<file path="src/rtl/nsa_pkg.sv">
// Shared types and helpers for the nibble-serial adder controller.
// Latency: n/a (declarations only).
// Backpressure: n/a.
//
// Contents: FSM state enum, nibble width constant, counter-width helper.
package nsa_pkg;

    localparam int NIBBLE_W = 4;

    typedef enum logic [1:0] {
        IDLE = 2'd0,
        RUN  = 2'd1,
        DONE = 2'd2
    } state_t;

    // The nibble counter needs to hold 0..nibbles-1. It is kept at least one bit wide
    // so that a single-nibble build still has a legal counter vector.
    function automatic int cnt_width(input int nibbles);
        return (nibbles > 1) ? $clog2(nibbles) : 1;
    endfunction

endpackage

</file>
<file path="src/rtl/adder4.sv">
// 4-bit ripple adder used as the shared nibble datapath.
// Latency: combinational.
// Backpressure: none.
//
// Ports: A, B (4-bit operands), cin (carry in), S (4-bit sum), cout (carry out).
module adder4 (
    output logic [3:0] S,
    output logic       cout,
    input  logic [3:0] A,
    input  logic [3:0] B,
    input  logic       cin
);

    logic [4:0] full;

    assign full = {1'b0, A} + {1'b0, B} + {4'b0000, cin};
    assign S    = full[3:0];
    assign cout = full[4];

endmodule

</file>
<file path="src/rtl/nibble_serial_adder_ctrl.sv">
// WIDTH-bit adder that reuses one adder4, LS nibble first, with a registered carry.
// Latency: out_valid rises WIDTH/4 cycles after the accept edge; min WIDTH/4+2 cycles per op.
// Backpressure: in_ready only in IDLE; DONE holds all outputs until out_ready; no queueing.
//
// Ports: clk, rst (sync, active-high); in_valid/in_ready with a, b, cin;
//        out_valid/out_ready with sum, cout; busy (RUN or DONE);
//        ovf (signed overflow) only when NSA_OVERFLOW_EN is defined.
module nibble_serial_adder_ctrl
    import nsa_pkg::*;
#(
    parameter int WIDTH = 16    // multiple of 4, >= 4
) (
    input  logic             clk,
    input  logic             rst,
    input  logic             in_valid,
    output logic             in_ready,
    input  logic [WIDTH-1:0] a,
    input  logic [WIDTH-1:0] b,
    input  logic             cin,
    output logic             out_valid,
    input  logic             out_ready,
    output logic [WIDTH-1:0] sum,
    output logic             cout,
    output logic             busy
`ifdef NSA_OVERFLOW_EN
    ,
    output logic             ovf
`endif
);

    localparam int NIBBLES = WIDTH / NIBBLE_W;
    localparam int CW      = cnt_width(NIBBLES);

    state_t              state, state_nxt;
    logic [WIDTH-1:0]    a_sr, b_sr, sum_sr;
    logic                carry_q;
    logic [CW-1:0]       cnt;
    logic                last_nib;
    logic [NIBBLE_W-1:0] nib_s;
    logic                nib_cout;

`ifdef NSA_OVERFLOW_EN
    logic a_msb_q, b_msb_q, ovf_q;
`endif

    // Shared nibble datapath: always looks at the low nibbles of the operand shifters.
    adder4 u_adder4 (
        .S    (nib_s),
        .cout (nib_cout),
        .A    (a_sr[NIBBLE_W-1:0]),
        .B    (b_sr[NIBBLE_W-1:0]),
        .cin  (carry_q)
    );

    assign last_nib = (cnt == CW'(NIBBLES - 1));

    // Next-state logic
    always_comb begin
        state_nxt = state;
        case (state)
            IDLE:    if (in_valid)  state_nxt = RUN;
            RUN:     if (last_nib)  state_nxt = DONE;
            DONE:    if (out_ready) state_nxt = IDLE;
            default:                state_nxt = IDLE;
        endcase
    end

    // State register and datapath
    always_ff @(posedge clk) begin
        if (rst) begin
            state   <= IDLE;
            a_sr    <= '0;
            b_sr    <= '0;
            sum_sr  <= '0;
            carry_q <= 1'b0;
            cnt     <= '0;
`ifdef NSA_OVERFLOW_EN
            a_msb_q <= 1'b0;
            b_msb_q <= 1'b0;
            ovf_q   <= 1'b0;
`endif
        end else begin
            state <= state_nxt;
            case (state)
                IDLE: begin
                    if (in_valid) begin
                        a_sr    <= a;
                        b_sr    <= b;
                        carry_q <= cin;
                        cnt     <= '0;
`ifdef NSA_OVERFLOW_EN
                        a_msb_q <= a[WIDTH-1];
                        b_msb_q <= b[WIDTH-1];
`endif
                    end
                end
                RUN: begin
                    // New nibble enters at the top; after NIBBLES shifts the sum is aligned.
                    // Shift/OR form keeps this legal for WIDTH == 4.
                    sum_sr  <= (sum_sr >> NIBBLE_W) | (WIDTH'(nib_s) << (WIDTH - NIBBLE_W));
                    a_sr    <= a_sr >> NIBBLE_W;
                    b_sr    <= b_sr >> NIBBLE_W;
                    carry_q <= nib_cout;
                    cnt     <= cnt + CW'(1);
`ifdef NSA_OVERFLOW_EN
                    // On the last nibble the adder's S[3] is the final sum MSB.
                    if (last_nib)
                        ovf_q <= (a_msb_q == b_msb_q) && (nib_s[NIBBLE_W-1] != a_msb_q);
`endif
                end
                default: ;
            endcase
        end
    end

    // Outputs decoded from state or taken straight from registers.
    assign in_ready  = (state == IDLE);
    assign out_valid = (state == DONE);
    assign busy      = (state != IDLE);
    assign sum       = sum_sr;
    assign cout      = carry_q;
`ifdef NSA_OVERFLOW_EN
    assign ovf       = ovf_q;
`endif

endmodule

</file>
<file path="config.mk">
export PLATFORM = sky130hd
export DESIGN_NAME = nibble_serial_adder_ctrl
export DESIGN_NICKNAME = d
export VERILOG_FILES = /design/src/rtl/nsa_pkg.sv /design/src/rtl/adder4.sv /design/src/rtl/nibble_serial_adder_ctrl.sv
export SDC_FILE = /design/constraint.sdc
export NUM_CORES = 1
export LEC_CHECK = 0
export ABC_AREA = 1
export CAP_MARGIN = 20
export CORE_MARGIN = 4
export CORE_UTILIZATION = 46
export CTS_CLUSTER_DIAMETER = 60
export DETAILED_ROUTE_END_ITERATION = 8
export PLACE_DENSITY = 0.81
export SLEW_MARGIN = 0
export SYNTH_ARGS = -nofsm -noshare
export SYNTH_HDL_FRONTEND = slang
export SYNTH_SLANG_ARGS = --single-unit
</file>
<file path="constraint.sdc">
create_clock -name clk -period 2 [get_ports clk]
set_clock_uncertainty 0.2 [all_clocks]
set_input_delay 0.4 -clock clk [delete_from_list [all_inputs] [get_ports clk]]
set_output_delay 0.4 -clock clk [all_outputs]
set_load 0.02 [all_outputs]
</file>
Yosys cells after proc, flatten, opt, wreduce, memory -nomap -nowiden
Cells that the tools add are included.
{"block": "totals", "ff_bits": 53, "inputBits": 37}
{"block": "classes", "addsub": 3, "eq_ne": 6, "mux": 12, "n_bitwise": 1, "n_reduce_logical": 5}
{"cell": "$pmux 16 s2", "n": 2}
{"cell": "$mux 16", "n": 2}
{"cell": "$or 12x16->16", "n": 1}
{"cell": "$mux 2", "n": 4}
{"cell": "$pmux 2 s3", "n": 1}
{"cell": "$add 4x4->5", "n": 1}
{"cell": "$add 5x1->5", "n": 1}
{"cell": "$eq 2x2->1 const B", "n": 2}
{"cell": "$ne 2x2->1 const B", "n": 2}
{"cell": "$pmux 2 s2", "n": 1}
{"cell": "$reduce_bool 2->1", "n": 2}
{"cell": "$reduce_and 3->1", "n": 1}
{"cell": "$add 2x1->2 const B", "n": 1}
{"cell": "$eq 2x1->1 const B", "n": 1}
{"cell": "$logic_not 2->1", "n": 1}
{"cell": "$ne 2x1->1 const B", "n": 1}
{"cell": "$pmux 1 s2", "n": 1}
{"cell": "$reduce_and 2->1", "n": 1}
{"cell": "$mux 1", "n": 1}

Longest topological paths before layout
Gate-level depths: netlist (run 1).
{"block": "depth", "word_depth": 3, "depth_mapped": 8, "ltp_nobuf": 8}

Cells and area by module
From an unflattened synthesis (run 1), not the netlist that was laid out.
{"block": "hier_totals", "cells_unflattened": 403, "area_unflattened_um2": 2587.5}
{"module": "nibble_serial_adder_ctrl", "n_inst": 1, "cells_each": 378, "area_per_inst_um2": 2422.3, "seq_area_each_um2": 1061.0}
{"module": "adder4", "n_inst": 1, "cells_each": 25, "area_per_inst_um2": 165.2, "seq_area_each_um2": 0.0}

Worst setup path before layout (run 1)
No wires, ideal clock.
{"block": "synth_path", "path_type": "register to register", "startpoint": "register carry_q (netlist: cout)", "endpoint": "register carry_q (netlist: cout)", "arrival_time_ns": 1.727, "required_ns": 1.735, "slack_ns": 0.008, "stages_incl_launch_ff": 9, "synth_period_minus_slack_ns": 1.992, "path_cell_list": "dfxtp_1 inv_1 fa_1 fa_1 inv_1 nand3_1 a21oi_1 nor2_1 nor2_1"}
{"block": "synth_between", "elab_chain_cells": 2}
{"item": "start: declaration", "line": "nibble_serial_adder_ctrl.sv:36", "source": "logic carry_q;"}
{"item": "start signal: assignment", "line": "nibble_serial_adder_ctrl.sv:89", "source": "carry_q <= cin;"}
{"item": "start signal: assignment", "line": "nibble_serial_adder_ctrl.sv:103", "source": "carry_q <= nib_cout;"}
{"item": "$add 5x1->5", "line": "adder4.sv:16", "source": "assign full = {1'b0, A} + {1'b0, B} + {4'b0000, cin};"}
{"item": "$pmux 1 s2", "line": "nibble_serial_adder_ctrl.sv:84", "source": "case (state)"}
Every way passes these cells.
A chain may end at the register's enable or synchronous reset.

Final worst setup path (run 1)
{"block": "layout_path", "startpoint": "register sum_sr[9] (netlist: sum[9])", "endpoint": "output port sum[9]"}
{"item": "start: declaration", "line": "nibble_serial_adder_ctrl.sv:35", "source": "logic [WIDTH-1:0] a_sr, b_sr, sum_sr;"}
{"item": "start signal: assignment", "line": "nibble_serial_adder_ctrl.sv:100", "source": "sum_sr <= (sum_sr >> NIBBLE_W) | (WIDTH'(nib_s) << (WIDTH - NIBBLE_W));"}
{"item": "end: declaration", "line": "nibble_serial_adder_ctrl.sv:22", "source": "output logic [WIDTH-1:0] sum,"}
No word-level cell between the ends.

==> results of run 1 <==
## routing by layer
metal  vias to the layer above  GRT usage [%]
met5                         -              0
met4                         0           5.15
met3                         6           4.88
met2                        72           28.0
met1                       974           18.3
li1                       1146              -
## cell families after synthesis
family,Yosys count,synth area share (%)
AND/OR/NAND/NOR,183,30.6
AO/OA/AOI/OAI,60,12.9
flip-flops,53,45.4
buffers and inverters,33,6.90
adder cells (fa/ha/maj),6,3.85
XOR/XNOR,1,0.375
## cell usage in the layout, fill, tap and decap left out, types with 3 or more instances in the layout
cell / netlist / final
a21oi_1: 42 / 42
buf_4: 5 / 4
clkbuf_8: 0 / 6
clkdlybuf4s50_1: 0 / 53
dfxtp_1: 53 / 52
dlygate4sd2_1: 0 / 3
ha_1: 4 / 4
inv_1: 11 / 11
inv_2: 3 / 3
nand2_1: 144 / 144
nand3_1: 4 / 4
nor2_1: 30 / 30
o21ai_0: 17 / 17
## sequential cells by signal, summed over array words and instances (netlist names)
name   count
a_sr      16
b_sr      16
sum       16
cnt        2
state      2
cout       1
## layout make-up
type                       instances  area [um^2]  area share [%]
clock buffer                       6         82.6            2.71
clock inverter                     2         37.5            1.23
inverter                          14         52.6            1.72
multi-input combinational        250         1130            36.9
sequential                        53         1060            34.8
tap                               67         83.8            2.75
timing repair buffer              61          607            19.9
## worst max path at each step
stage,depth (start not counted),end,from
detailed placement,8,cout$_SDFFE_PP0P_,cout$_SDFFE_PP0P_
global placement,8,cout$_SDFFE_PP0P_,cout$_SDFFE_PP0P_
global route,4,in_ready,state[1]$_SDFFE_PP0P_
CTS,8,cout$_SDFFE_PP0P_,cout$_SDFFE_PP0P_
floorplan,8,cout$_SDFFE_PP0P_,cout$_SDFFE_PP0P_
finish,1,sum[9],sum[9]$_SDFFE_PP0N_
## repair_timing
| item | CTS | global route |
|---|---|---|
| gates resized for setup | 4 | 2 |
| hold endpoints to repair | 0 | 0 |
| setup endpoints to repair | 4 | 1 |
## stage by stage
step                      area [um^2]  instances  setup slack [ns]  util [%]  hold WS (ns)
after global placement           2930        445            0.0458      60.8         0.245
after global routing             3050        453            0.0376      63.4         0.285
final                            3050        453             0.100      63.4         0.267
after CTS                        3050        453            0.0224      63.2         0.268
after floorplan                  2340        336           0.00786         -         0.229
after detailed placement         2930        445           0.00880      60.8         0.253
## where the power goes
group | internal (mW) | switching (mW)
clock | 0.407 | 0.343
combinational | 0.219 | 0.257
sequential | 1.14 | 0.0467
total | 1.76 | 0.647
==> summary.txt, run 1 <==
Setup path
  • Worst Path Max Fanout: 3
  • CP endpoint kind: output pin
  • End of the worst register-to-register path: cout$_SDFFE_PP0P_
  • Delay-heaviest family, CP: buffers and inverters
  • R2R Setup Slk: 0.16 ns
  • CP Data Arrival Time: 1.30 ns
  • Slowest CP cell: clkdlybuf4s50_1
  • FF-to-FF Start: cout$_SDFFE_PP0P_
  • Worst Path Buf+Inv: 1
  • CP peak stage delay: 0.62 ns
  • Setup CP Type: reg -> out
  • Worst reg2reg path depth: 8
  • Startpoint class of the critical path: register
  • Critical-path cell list: clkdlybuf4s50_1
  • CP required: 1.40 ns

Yosys
  • Yosys top cell by area: dfxtp_1
  • Seq cells post-synth: 53
  • Syn. warnings: 0
  • Primary FF master, synth: dfxtp_1
  • Register area share after synthesis: approximately 45%
  • FFs w/ async S/R, synth: 0%
  • Post-Syn Area: 0.00234 mm^2
  • Top post-synthesis cells by area: dfxtp_1 (45%), nand2_1 (23%), a21oi_1 (9.0%)
  • Top cell type's share of synthesized area: 45.4%
  • Net Count, Synth: 379
  • Number of flops mapped to enable cells by yosys: 0
  • Top cell types by occurrence after synthesis: nand2_1 (144), dfxtp_1 (53), a21oi_1 (42)
  • Synth Instances: about 340
  • Avg Cell Area, Syn: 6.96 um^2
  • Cell with the most instances after synthesis: nand2_1
  • Cell variety after synth: 20

Finish
  • Fill cell count: 481
  • Layout cells sized above 1: approximately 6.2%
  • Layout area overhead: 30.5%
  • Final #Nets: 428
  • # diodes: 0

Die
  • Core area: 0.00482 mm^2
  • Die width: 79.3 um
  • Num rows: 25
  • IO Pins: 57
  • Initial Utilization: slightly below 50%
  • Die area: 0.00629 mm^2
  • Die height: 79.3 um

Place
  • PortBufs: 56
  • HPWL Detailed: 3.42 mm
  • Gpl congestion: 0.756

STA
  • Final Cycle Share: 95.0%
  • TNS Setup: 0 ns
  • Actual slew at the worst max-slew pin: 0.526 ns
  • Slew Limit Headroom: between 60% and 70%
  • RSZ-0062 raised after global routing: no
  • Final min period: 1.90 ns
  • Hold Fails Final Rpt: 0
  • Count of final setup violators: 0
  • Max Clock Freq: 526 MHz
  • Slew Limit Fails: 0

Hold path
  • Worst Hold Launch: b_sr[15]$_SDFFE_PP0P_
  • Worst Hold End: b_sr[15]$_SDFFE_PP0P_
  • Worst hold stages: 2
  • Hold crit path type: reg -> reg

Clock network
  • H-tree Lvls: 2
  • CTS Buf Count: 5
  • Latest clock arrival within the worst-skew pair: 0.30 ns
  • Setup Buffers After CTS: 0
  • Root Buffer: clkbuf_8
  • Hold buffers post-CTS: 0
  • CTS clk-pin slew, worst paths: 0.10 ns
  • CTS Sinks: 53
  • TritonCTS clock tree: yes
  • CTS max path bufs: 2

Power and ir drop
  • Overall power: 2.41 mW
  • Max IR drop VDD: 460 uV
  • PD cells: 789 mW/mm^2
  • Pleak: roughly 1.3 nW

GRT
  • Vias in the first global route: approximately 1900
  • Overflow after GRT: 0
  • Largest net degree at the start of global routing: 48
  • First-pass GRT wire length: around 8 mm
  • Initial antenna violation count: 0
  • Tot GR Track Use: between 15 and 20%

Run
  • Max Cap Viol: 0

Detailed routing
  • DRT Pass-1 Iters: 4
  • Max Used Layer: met4
  • Initial DRC count: 94
  • Via count: 2198
  • Final WL: 4.98 mm
  • Metal3 WL: 329 um
  • Drt drc: 0
  • Mean routed wirelength per cell: 11.0 um
  • Detail Route Antenna Nets: 0
  • Vias per inst: 4.85
  • Wl on met1: about 2.2 mm
  • Met2 wire len: 2.38 mm

Run status
  • Status: complete, no violations
(Power assumes the default switching activity.)
==> run 2: changes to the inputs <==
--- a/config.mk
+++ b/config.mk
@@ -11,6 +11,7 @@
 export CORE_UTILIZATION = 46
 export CTS_CLUSTER_DIAMETER = 60
 export DETAILED_ROUTE_END_ITERATION = 8
+export GPL_ROUTABILITY_DRIVEN = 0
 export PLACE_DENSITY = 0.81
 export SLEW_MARGIN = 0
 export SYNTH_ARGS = -nofsm -noshare
==> results of run 2 <==
Final layout, timing and power as in run 1 (identical DEF).
==> run 3: changes to the inputs <==
--- a/config.mk
+++ b/config.mk
@@ -8,11 +8,11 @@
 export ABC_AREA = 1
 export CAP_MARGIN = 20
 export CORE_MARGIN = 4
-export CORE_UTILIZATION = 46
+export CORE_UTILIZATION = 45
 export CTS_CLUSTER_DIAMETER = 60
 export DETAILED_ROUTE_END_ITERATION = 8
 export GPL_ROUTABILITY_DRIVEN = 0
-export PLACE_DENSITY = 0.81
+export PLACE_DENSITY = 0.8
 export SLEW_MARGIN = 0
 export SYNTH_ARGS = -nofsm -noshare
 export SYNTH_HDL_FRONTEND = slang
==> constraint.sdc (replaced) <==
create_clock -name clk -period 2 [get_ports clk]
set_clock_uncertainty 0.2 [all_clocks]
set_input_delay 0.2 -clock clk [delete_from_list [all_inputs] [get_ports clk]]
set_output_delay 0.2 -clock clk [all_outputs]
set_load 0.02 [all_outputs]
==> run 3 against run 2 <==
Effect of this change:
- register-to-register slack lost 0.06 ns
- highest routed layer unchanged
- via count shrank 1.5%
- hold slack lost 0.021 ns
- first-iteration DRC count grew 21%
==> summary.txt, run 3 (synthesis gave the netlist of run 1 again) <==
GRT
  • Tot GR Track Use: 16.1%
  • First-pass GRT wire length: 8.34 mm
  • Overflow after GRT: 0
  • Vias in the first global route: roughly 2000
  • Largest net degree at the start of global routing: 48
  • Initial antenna violation count: 0

Clock network
  • CTS clk-pin slew, worst paths: 0.09 ns
  • CTS max path bufs: 2
  • Latest clock arrival within the worst-skew pair: 0.30 ns
  • Setup Buffers After CTS: 0
  • H-tree Lvls: 2
  • Post-CTS resize count: 0
  • TritonCTS clock tree: yes
  • Root Buffer: clkbuf_8
  • CTS Sinks: 53
  • CTS Buf Count: 5
  • Hold buffers post-CTS: 0

Die
  • Die area: 0.00641 mm^2
  • Die height: 80.1 um
  • Core area: 0.00488 mm^2
  • Num rows: 25
  • Die width: between 80 and 90 um
  • IO Pins: 57
  • Initial Utilization: between 40% and 50%

Setup path
  • Worst Path Max Fanout: 3
  • Startpoint class of the critical path: register
  • CP peak stage delay: 0.46 ns
  • R2R Setup Slk: 0.1 ns
  • Worst Path Buf+Inv: 2
  • Critical-path cell list: inv_1 > fa_1 > fa_2 > inv_1 > nand3_1 > a21oi_1 > nor2_1 > nor2_1
  • CP endpoint kind: register
  • Slowest CP cell: fa_1
  • Delay-heaviest family, CP: adder cells
  • CP Data Arrival Time: just under 2 ns
  • Setup CP Type: reg -> reg
  • CP required: 2.04 ns

STA
  • Slew Limit Fails: 0
  • TNS Setup: 0 ns
  • Count of final setup violators: 0
  • Slew Limit Headroom: 62.7%
  • Final min period: 1.90 ns
  • RSZ-0062 raised after global routing: no
  • Actual slew at the worst max-slew pin: between 0.5 and 0.6 ns
  • Max Clock Freq: 526 MHz
  • Final Cycle Share: 95.1%
  • Hold Fails Final Rpt: 0

Finish
  • Most frequent cells in the layout: nand2_1 (144), clkdlybuf4s50_1 (53), dfxtp_1 (52)
  • Layout cells sized above 1: 6.20%
  • Most common cell after layout, fill and taps aside: nand2_1
  • Final Instance Area: roughly 0.0031 mm^2
  • # diodes: 0
  • Storage element area: 0.00106 mm^2
  • Area of the multi-input gates: 0.00112 mm^2
  • Layout area overhead: 31.2%
  • Fill cell count: 447
  • Final Non-Filler Cells: approximately 450
  • Final #Nets: roughly 430

Hold path
  • Hold crit path type: in -> reg

Detailed routing
  • Initial DRC count: about 110
  • Drt drc: 0
  • Final WL: 4.92 mm
  • Detail Route Antenna Nets: 0
  • Via count: 2166
  • Mean routed wirelength per cell: approximately 11 um
  • DRT Pass-1 Iters: 4
  • Vias per inst: 4.77

Power and ir drop
  • Overall power: about 2.4 mW
  • Max IR drop VDD: between 300 and 400 uV
  • PD cells: 784 mW/mm^2
  • Pleak: 1.34 nW

Run status
  • Status: complete, no violations

Place
  • Placed cell count: 446
  • PortBufs: 56
  • Dpl cell area: 0.00294 mm^2
  • HPWL Detailed: 3.34 mm

Run
  • Max Cap Viol: 0
## run 3: final timing paths
check | startpoint | to | cells past startpoint
setup / recovery | cout$_SDFFE_PP0P_ | cout$_SDFFE_PP0P_ | 8
hold / removal | b[15] | b_sr[15]$_SDFFE_PP0P_ | 3
setup reg to reg | cout$_SDFFE_PP0P_ | cout$_SDFFE_PP0P_ | 8
hold reg to reg | b_sr[12]$_SDFFE_PP0P_ | b_sr[12]$_SDFFE_PP0P_ | 2
## run 3: per-stage QoR
step | hold slack [ns] | setup WS (ns) | utilization, %
2_1_floorplan | 0.147 | 0.00786 | -
3_3_place_gp | 0.243 | 0.126 | 60.2
3_5_place_dp | 0.253 | 0.0337 | 60.2
4_1_cts | 0.236 | 0.00472 | 62.6
5_1_grt | 0.245 | 0.00551 | 62.9
6_report | 0.246 | 0.0973 | 62.9
## run 3: power breakdown
| group | internal [mW] | total (mW) | switching, mW |
|---|---|---|---|
| Combinational | 0.222 | 0.480 | 0.258 |
| Sequential | 1.14 | 1.18 | 0.0446 |
| Clock | 0.407 | 0.745 | 0.338 |
| Total | 1.76 | 2.40 | 0.640 |
## run 3: worst reg2reg max path: stages (launching register included)
cell     delay (ns)
dfxtp_2        0.35
inv_1          0.06
fa_1           0.46
fa_2           0.37
inv_1          0.06
nand3_1        0.06
a21oi_1        0.15
nor2_1         0.05
nor2_1         0.08
## run 3: area by class of cell
| type | instances | area share (%) |
|---|---|---|
| clock buffer | 6 | 2.69 |
| clock inverter | 2 | 1.22 |
| inverter | 14 | 1.71 |
| multi-input combinational | 250 | 36.6 |
| sequential | 53 | 34.6 |
| tap | 67 | 2.73 |
| timing repair buffer | 62 | 20.4 |
## run 3: routing by layer
metal | global-route usage [%] | up-vias | routed length (um)
met5 | 0 | - | 0
li1 | - | 1149 | -
met2 | 28.5 | 52 | 2350
met3 | 4.48 | 5 | 277
met4 | 4.39 | 0 | 51
met1 | 19.0 | 960 | 2230
